### src/rtl/sequential_multiplier.sv
// rtl/sequential_multiplier.sv - free-running unsigned shift-and-add multiplier (optional done pulse: SEQ_MULT_DONE_EN)
module sequential_multiplier #(
    parameter int WIDTH = 4
) (
    input  logic                 clk,
    input  logic                 reset,
    input  logic [WIDTH-1:0]     A,
    input  logic [WIDTH-1:0]     B,
`ifdef SEQ_MULT_DONE_EN
    output logic                 done,
`endif
    output logic [2*WIDTH-1:0]   multiply
);

    localparam int CW = $clog2(WIDTH + 1);
    localparam logic [CW-1:0] LAST_ITER = CW'(WIDTH - 1);

    typedef enum logic [1:0] {
        LOAD = 2'd0,
        CALC = 2'd1,
        DONE = 2'd2
    } state_t;

    state_t               state_q, state_d;
    logic [2*WIDTH-1:0]   a_sh_q, a_sh_d;
    logic [WIDTH-1:0]     b_sh_q, b_sh_d;
    logic [2*WIDTH-1:0]   acc_q, acc_d;
    logic [CW-1:0]        count_q, count_d;
    logic [2*WIDTH-1:0]   multiply_q, multiply_d;
`ifdef SEQ_MULT_DONE_EN
    logic                 done_q, done_d;
`endif

    // Next-state and datapath: capture operands, iterate WIDTH times with no early exit, publish.
    always_comb begin
        state_d    = state_q;
        a_sh_d     = a_sh_q;
        b_sh_d     = b_sh_q;
        acc_d      = acc_q;
        count_d    = count_q;
        multiply_d = multiply_q;
`ifdef SEQ_MULT_DONE_EN
        done_d     = 1'b0;
`endif
        case (state_q)
            LOAD: begin
                a_sh_d  = {{WIDTH{1'b0}}, A};
                b_sh_d  = B;
                acc_d   = '0;
                count_d = '0;
                state_d = CALC;
            end
            CALC: begin
                if (b_sh_q[0]) begin
                    acc_d = acc_q + a_sh_q;
                end
                a_sh_d  = a_sh_q << 1;
                b_sh_d  = b_sh_q >> 1;
                count_d = count_q + CW'(1);
                if (count_q == LAST_ITER) begin
                    state_d = DONE;
                end
            end
            DONE: begin
                multiply_d = acc_q;
`ifdef SEQ_MULT_DONE_EN
                done_d     = 1'b1;
`endif
                state_d    = LOAD;
            end
            default: begin
                state_d = LOAD;
            end
        endcase
    end

    // State register; synchronous reset discards any in-flight product.
    always_ff @(posedge clk) begin
        if (reset) begin
            state_q    <= LOAD;
            a_sh_q     <= '0;
            b_sh_q     <= '0;
            acc_q      <= '0;
            count_q    <= '0;
            multiply_q <= '0;
`ifdef SEQ_MULT_DONE_EN
            done_q     <= 1'b0;
`endif
        end else begin
            state_q    <= state_d;
            a_sh_q     <= a_sh_d;
            b_sh_q     <= b_sh_d;
            acc_q      <= acc_d;
            count_q    <= count_d;
            multiply_q <= multiply_d;
`ifdef SEQ_MULT_DONE_EN
            done_q     <= done_d;
`endif
        end
    end

    assign multiply = multiply_q;
`ifdef SEQ_MULT_DONE_EN
    assign done     = done_q;
`endif

endmodule

### config.mk
export PLATFORM = sky130hd
export DESIGN_NAME = sequential_multiplier
export DESIGN_NICKNAME = d
export VERILOG_FILES = /design/src/rtl/sequential_multiplier.sv
export SDC_FILE = /design/constraint.sdc
export NUM_CORES = 1
export LEC_CHECK = 0
export BUFFER_PORTS_ARGS = -buffer_cell sky130_fd_sc_hd__buf_2
export CAP_MARGIN = 20
export CORE_MARGIN = 3
export CORE_UTILIZATION = 40
export DETAILED_ROUTE_END_ITERATION = 10
export GPL_TIMING_DRIVEN = 0
export PLACE_DENSITY_LB_ADDON = 0.15
export SLEW_MARGIN = 30
export SYNTH_ARGS = -nofsm -noshare
export SYNTH_HDL_FRONTEND = slang
export SYNTH_SLANG_ARGS = --single-unit
export TNS_END_PERCENT = 5
### constraint.sdc
create_clock -name clk -period 2.65 [get_ports clk]
set_input_delay 0 -clock clk [delete_from_list [all_inputs] [get_ports clk]]
set_output_delay 0 -clock clk [all_outputs]
set_load 0.05 [all_outputs]
Word level (Yosys, flattened, before mapping)
Cells that the tools add are included.
{ "classes": {"addsub": 2, "eq_ne": 5, "mux": 7, "reduce_logical": 3} }
{ "op_table": {"columns": ["op", "count"], "rows": [
  ["$pmux W8 S2", 2],
  ["$add A8 B8 Y8", 1],
  ["$mux W8", 1],
  ["$pmux W4 S2", 1],
  ["$pmux W3 S2", 1],
  ["$ne A2 B2 Y1 const B", 2],
  ["$pmux W2 S2", 1],
  ["$add A3 B1 Y3 const B", 1],
  ["$eq A3 B2 Y1 const B", 1],
  ["$eq A2 B1 Y1 const B", 1],
  ["$eq A2 B2 Y1 const B", 1],
  ["$logic_not A2 Y1", 1],
  ["$mux W2", 1],
  ["$reduce_and A2 Y1", 1],
  ["$reduce_bool A2 Y1", 1]
]} }
{ "word_totals": {"ff_bits": 33, "in_bits": 10, "out_inout_bits": 8, "wordCells": 23} }

Logic depth before layout (Yosys ltp)
{ "logic_depth": {"ltp_word": 3, "ltp_mapped": 7, "depth_no_buf": 7} }

Worst setup path after synthesis
OpenSTA, ideal clock, no wires.
{ "synth_timing": {"path_type": "register to register", "from": "register a_sh_q[0]", "to": "register acc_q[6]", "setup_time_ps": 115, "arrival_time_ps": 1689, "required_time_ps": 2535, "slack_ps": 845, "path_stages_with_launch": 8, "n_path_buf": 0, "synth_period_minus_slack_ps": 1805, "path_cell_list": "dfxtp_1 ha_1 fa_1 a21o_1 a21oi_2 o211ai_1 xor2_1 a31o_1"} }
{ "synth_via": {"elab_chain_len": 3} }
{ "synth_rtl": {"columns": ["element", "line_no", "source"], "rows": [
  ["start, declared", "25", "logic [2*WIDTH-1:0] a_sh_q, a_sh_d;"],
  ["start signal, assigned", "91", "a_sh_q <= a_sh_d;"],
  ["$add A8 B8 Y8", "55", "acc_d = acc_q + a_sh_q;"],
  ["$mux W8", "54", "if (b_sh_q[0]) begin"],
  ["$pmux W8 S2", "45", "case (state_q)"],
  ["end signal, assigned", "83", "acc_q <= '0;"],
  ["end signal, assigned", "93", "acc_q <= acc_d;"],
  ["end, declared", "27", "logic [2*WIDTH-1:0] acc_q, acc_d;"]
]} }
No other way between the ends. The select of a mux whose other input is x is not followed.
A chain may end at the register's enable or synchronous reset.

Final worst setup path
Same ends and word-level chain as after synthesis.

==> impl_metrics.py <==
metrics = {
    "worst_setup_path": {
        "slowest_delay_ns": 0.43,
        "critPathRequiredTime_ns": 2.82,
        "crit_type": "reg2reg",
        "critPathLaunchType": "flop",
        "cp_num_buf_inv": 0,
        "crit_arrival_ns": 2.11,
        "setup.worst_path.end_class": "flop",
        "cp_cell_sequence": "ha_1 -> fa_1 -> a21o_1 -> a21oi_2 -> o211ai_1 -> xor2_1 -> a31o_1",
        "crit_family": "compound AO/OA/AOI/OAI gates",
        "critPathSlowestCell": "fa_1",
        "crit_fanout": 3,
    },
    "place": {
        "gp_congestion": 0.791,
        "dp_hpwl_um": 2350,
        "pre_cts_ws_ns": 0.715,
        "port-buffer-count": 17,
        "dpl_cell_area_mm2": 0.00170,
    },
    "grt": {
        "grt.total_usage_pct": 16.5,
        "overflow": 0,
        "grt_pass1_vias": 1240,
        "grt_pass1_wl_um": 5550,
        "antenna_found_initial": 0,
        "grt_max_degree": 11,
    },
    "timing": {
        "setup_viol": 0,
        "tns_ns": 0,
        "fin_worst_skew_ns": 0.00308,
        "finalWorstSetupSlack_ns": 0.710,
        "period_share_pct": 73.2,
        "finalHoldViolCount": 0,
        "drv_slew": 0,
        "timing.hold.ws_ns": 0.0803,
        "rsz0062_at_grt": "false",
        "fin_crit_ns": 1.94,
        "max_freq_ghz": 0.516,
        "tightest_slew_ns": 0.600,
        "max_slew_margin_pct": 59.8,
    },
    "min_path": {
        "min_path_type": "in2reg",
    },
    "layout": {
        "multi_input_comb_area_um2": 841,
        "fin_util_pct": 48.7,
        "area_delta_synth_final_pct": 16.2,
        "fillCellCount": 382,
        "postLayoutCellArea_mm2": 0.00181,
        "layout-drive-gt1-share_pct": 15.3,
        "fin_nets": 216,
        "diodes": 0,
        "seq_area_um2": 661,
    },
    "logic_synthesis": {
        "ys_types": 32,
        "async_flop_share_pct": 0,
        "synth.most_common_cell": "nor2_1",
        "synth_top_area_share_pct": 42.4,
        "synth_edf_count": 0,
        "ys_ff_latch": 33,
        "netlist_instances": 170,
        "synth_ff_type": "dfxtp_1",
        "synth_area_per_cell_um2": 9.16,
        "syn_area_mm2": 0.00156,
        "yosysTopAreaCell": "dfxtp_1",
        "ys_seq_area_share_pct": 42.4,
        "synth.area.top_cells": "dfxtp_1 42%, nor2_1 9.2%, mux2i_1 8.4%",
        "syn_nets": 190,
        "ys.warnings.count": 0,
        "synth_common_cells": "38 x nor2_1, 33 x dfxtp_1, 13 x mux2i_1",
    },
    "cts": {
        "cts_root_buffer": "clkbuf_8",
        "post_cts_resize_count": 0,
        "htreeDepth": 2,
        "post_cts_buffers": 0,
        "cts-buffers-inserted": 5,
        "cts_hold_buf": 2,
        "cts_sinks": 33,
        "cts_buffer_depth": 2,
        "clkLatencyLatePin_ns": 0.28,
        "cts_tree": "built",
        "clk_pin_slew_worst_paths_ns": 0.06,
    },
    "floorplan": {
        "start_util_pct": 41.9,
        "core_mm2": 0.00372,
        "die_h_um": 68.4,
        "die_x_um": 68.4,
        "fp-row-count": 22,
        "design.die.area_mm2": 0.00468,
        "ioPinCount": 18,
    },
    "drt": {
        "firstDrtPassIters": 4,
        "drt_iter0_drc": 67,
        "drt_wl_total_um": 3310,
        "drc": 0,
        "ant_nets": 0,
        "vias": 1284,
        "wl_per_cell_um": 13.6,
        "vias_per_cell": 5.26,
    },
    "outcome": {
        "status": "complete, no violations",
    },
    "power_and_ir_drop": {
        "powerDensity_mw_per_mm2": 525,
        "peakVddDrop_mv": 0.369,
        "p_leak_uw": 0.000898,
    },
    "flow_run": {
        "maxCapViolations": 0,
    },
}
-- layout by cell type, fill, tap and decap left out, types with 2 or more instances in the layout --
cell type      count
a211oi_1           3
a21oi_1           11
nand2b_1           3
a31oi_1            2
mux2i_1           13
dlygate4sd3_1      2
a22oi_1           12
ha_1               9
clkbuf_8           6
a21o_1             5
xnor2_1            2
and3_1             2
nor2b_1            2
buf_2             19
a21oi_2            2
dfxtp_1           33
nand2_1            5
xor2_1             2
clkbuf_1           6
inv_1              4
nand3_1            2
nand3b_1           2
nor2_1            38
-- metal layers --
layer | track usage [%] | share of wire (%) | up-vias
li1 | - | - | 650
met1 | 19.7 | 45 | 606
met2 | 25.9 | 49 | 22
met3 | 3.61 | 3.9 | 6
met4 | 11.4 | 1.8 | 0
met5 | 0 | 0 | -
-- worst register-to-register path: stages (launching register included) --
cell      delay, ns
dfxtp_1        0.32
ha_1           0.23
fa_1           0.43
a21o_1         0.19
a21oi_2        0.17
o211ai_1       0.13
xor2_1         0.15
a31o_1         0.20
-- stage by stage --
step	power [µW]	std cells
3_3_place_gp	588	235
2_1_floorplan	568	170
3_5_place_dp	590	235
4_1_cts	968	244
5_1_grt	995	244
6_report	949	244
-- flip-flops by register name, indices dropped and copies added, names as in the netlist --
name	count
count_q	3
a_sh_q	8
acc_q	8
b_sh_q	4
multiply	8
state_q	2
-- report_power, final --
group          internal, µW  leakage (µW)  switching, µW  total [µW]
sequential              507      0.000268           8.83         515
combinational          27.3      0.000585           37.7        64.9
clock                   206     0.0000443            163         369
total                   739      0.000898            210         949
-- path summary, 6_finish.rpt --
| check | startpoint | to | slack (ns) | cells after the start |
|---|---|---|---|---|
| worst min-delay path | B[1] | b_sh_q[1] | 0.08 | 5 |
| worst max-delay path | a_sh_q[0] | acc_q[6] | 0.71 | 7 |
| worst max register to register | a_sh_q[0] | acc_q[6] | 0.71 | 7 |
| worst min register to register | acc_q[5] | acc_q[5] | 0.48 | 2 |
-- layout make-up --
cell class                 count  share of cell area [%]
buffer                         8                    2.21
clock buffer                   7                    4.78
inverter                       4                   0.830
tap                           48                    3.32
timing repair buffer          19                    5.81
sequential                    33                    36.5
multi-input combinational    125                    46.5
-- logic make-up (layout without fill, tap and decap cells) --
family,Yosys count,after routing,share of synthesized area (%)
buffers and inverters,12,38,3.54
flip-flops,33,33,42.4
XOR/XNOR,4,4,2.25
AND/OR/NAND/NOR,57,57,16.5
multiplexers,13,13,8.36
adder cells (fa/ha/maj),10,10,8.52
AO/OA/AOI/OAI,41,41,18.4
Note: power is estimated with default switching activity, not from simulation.
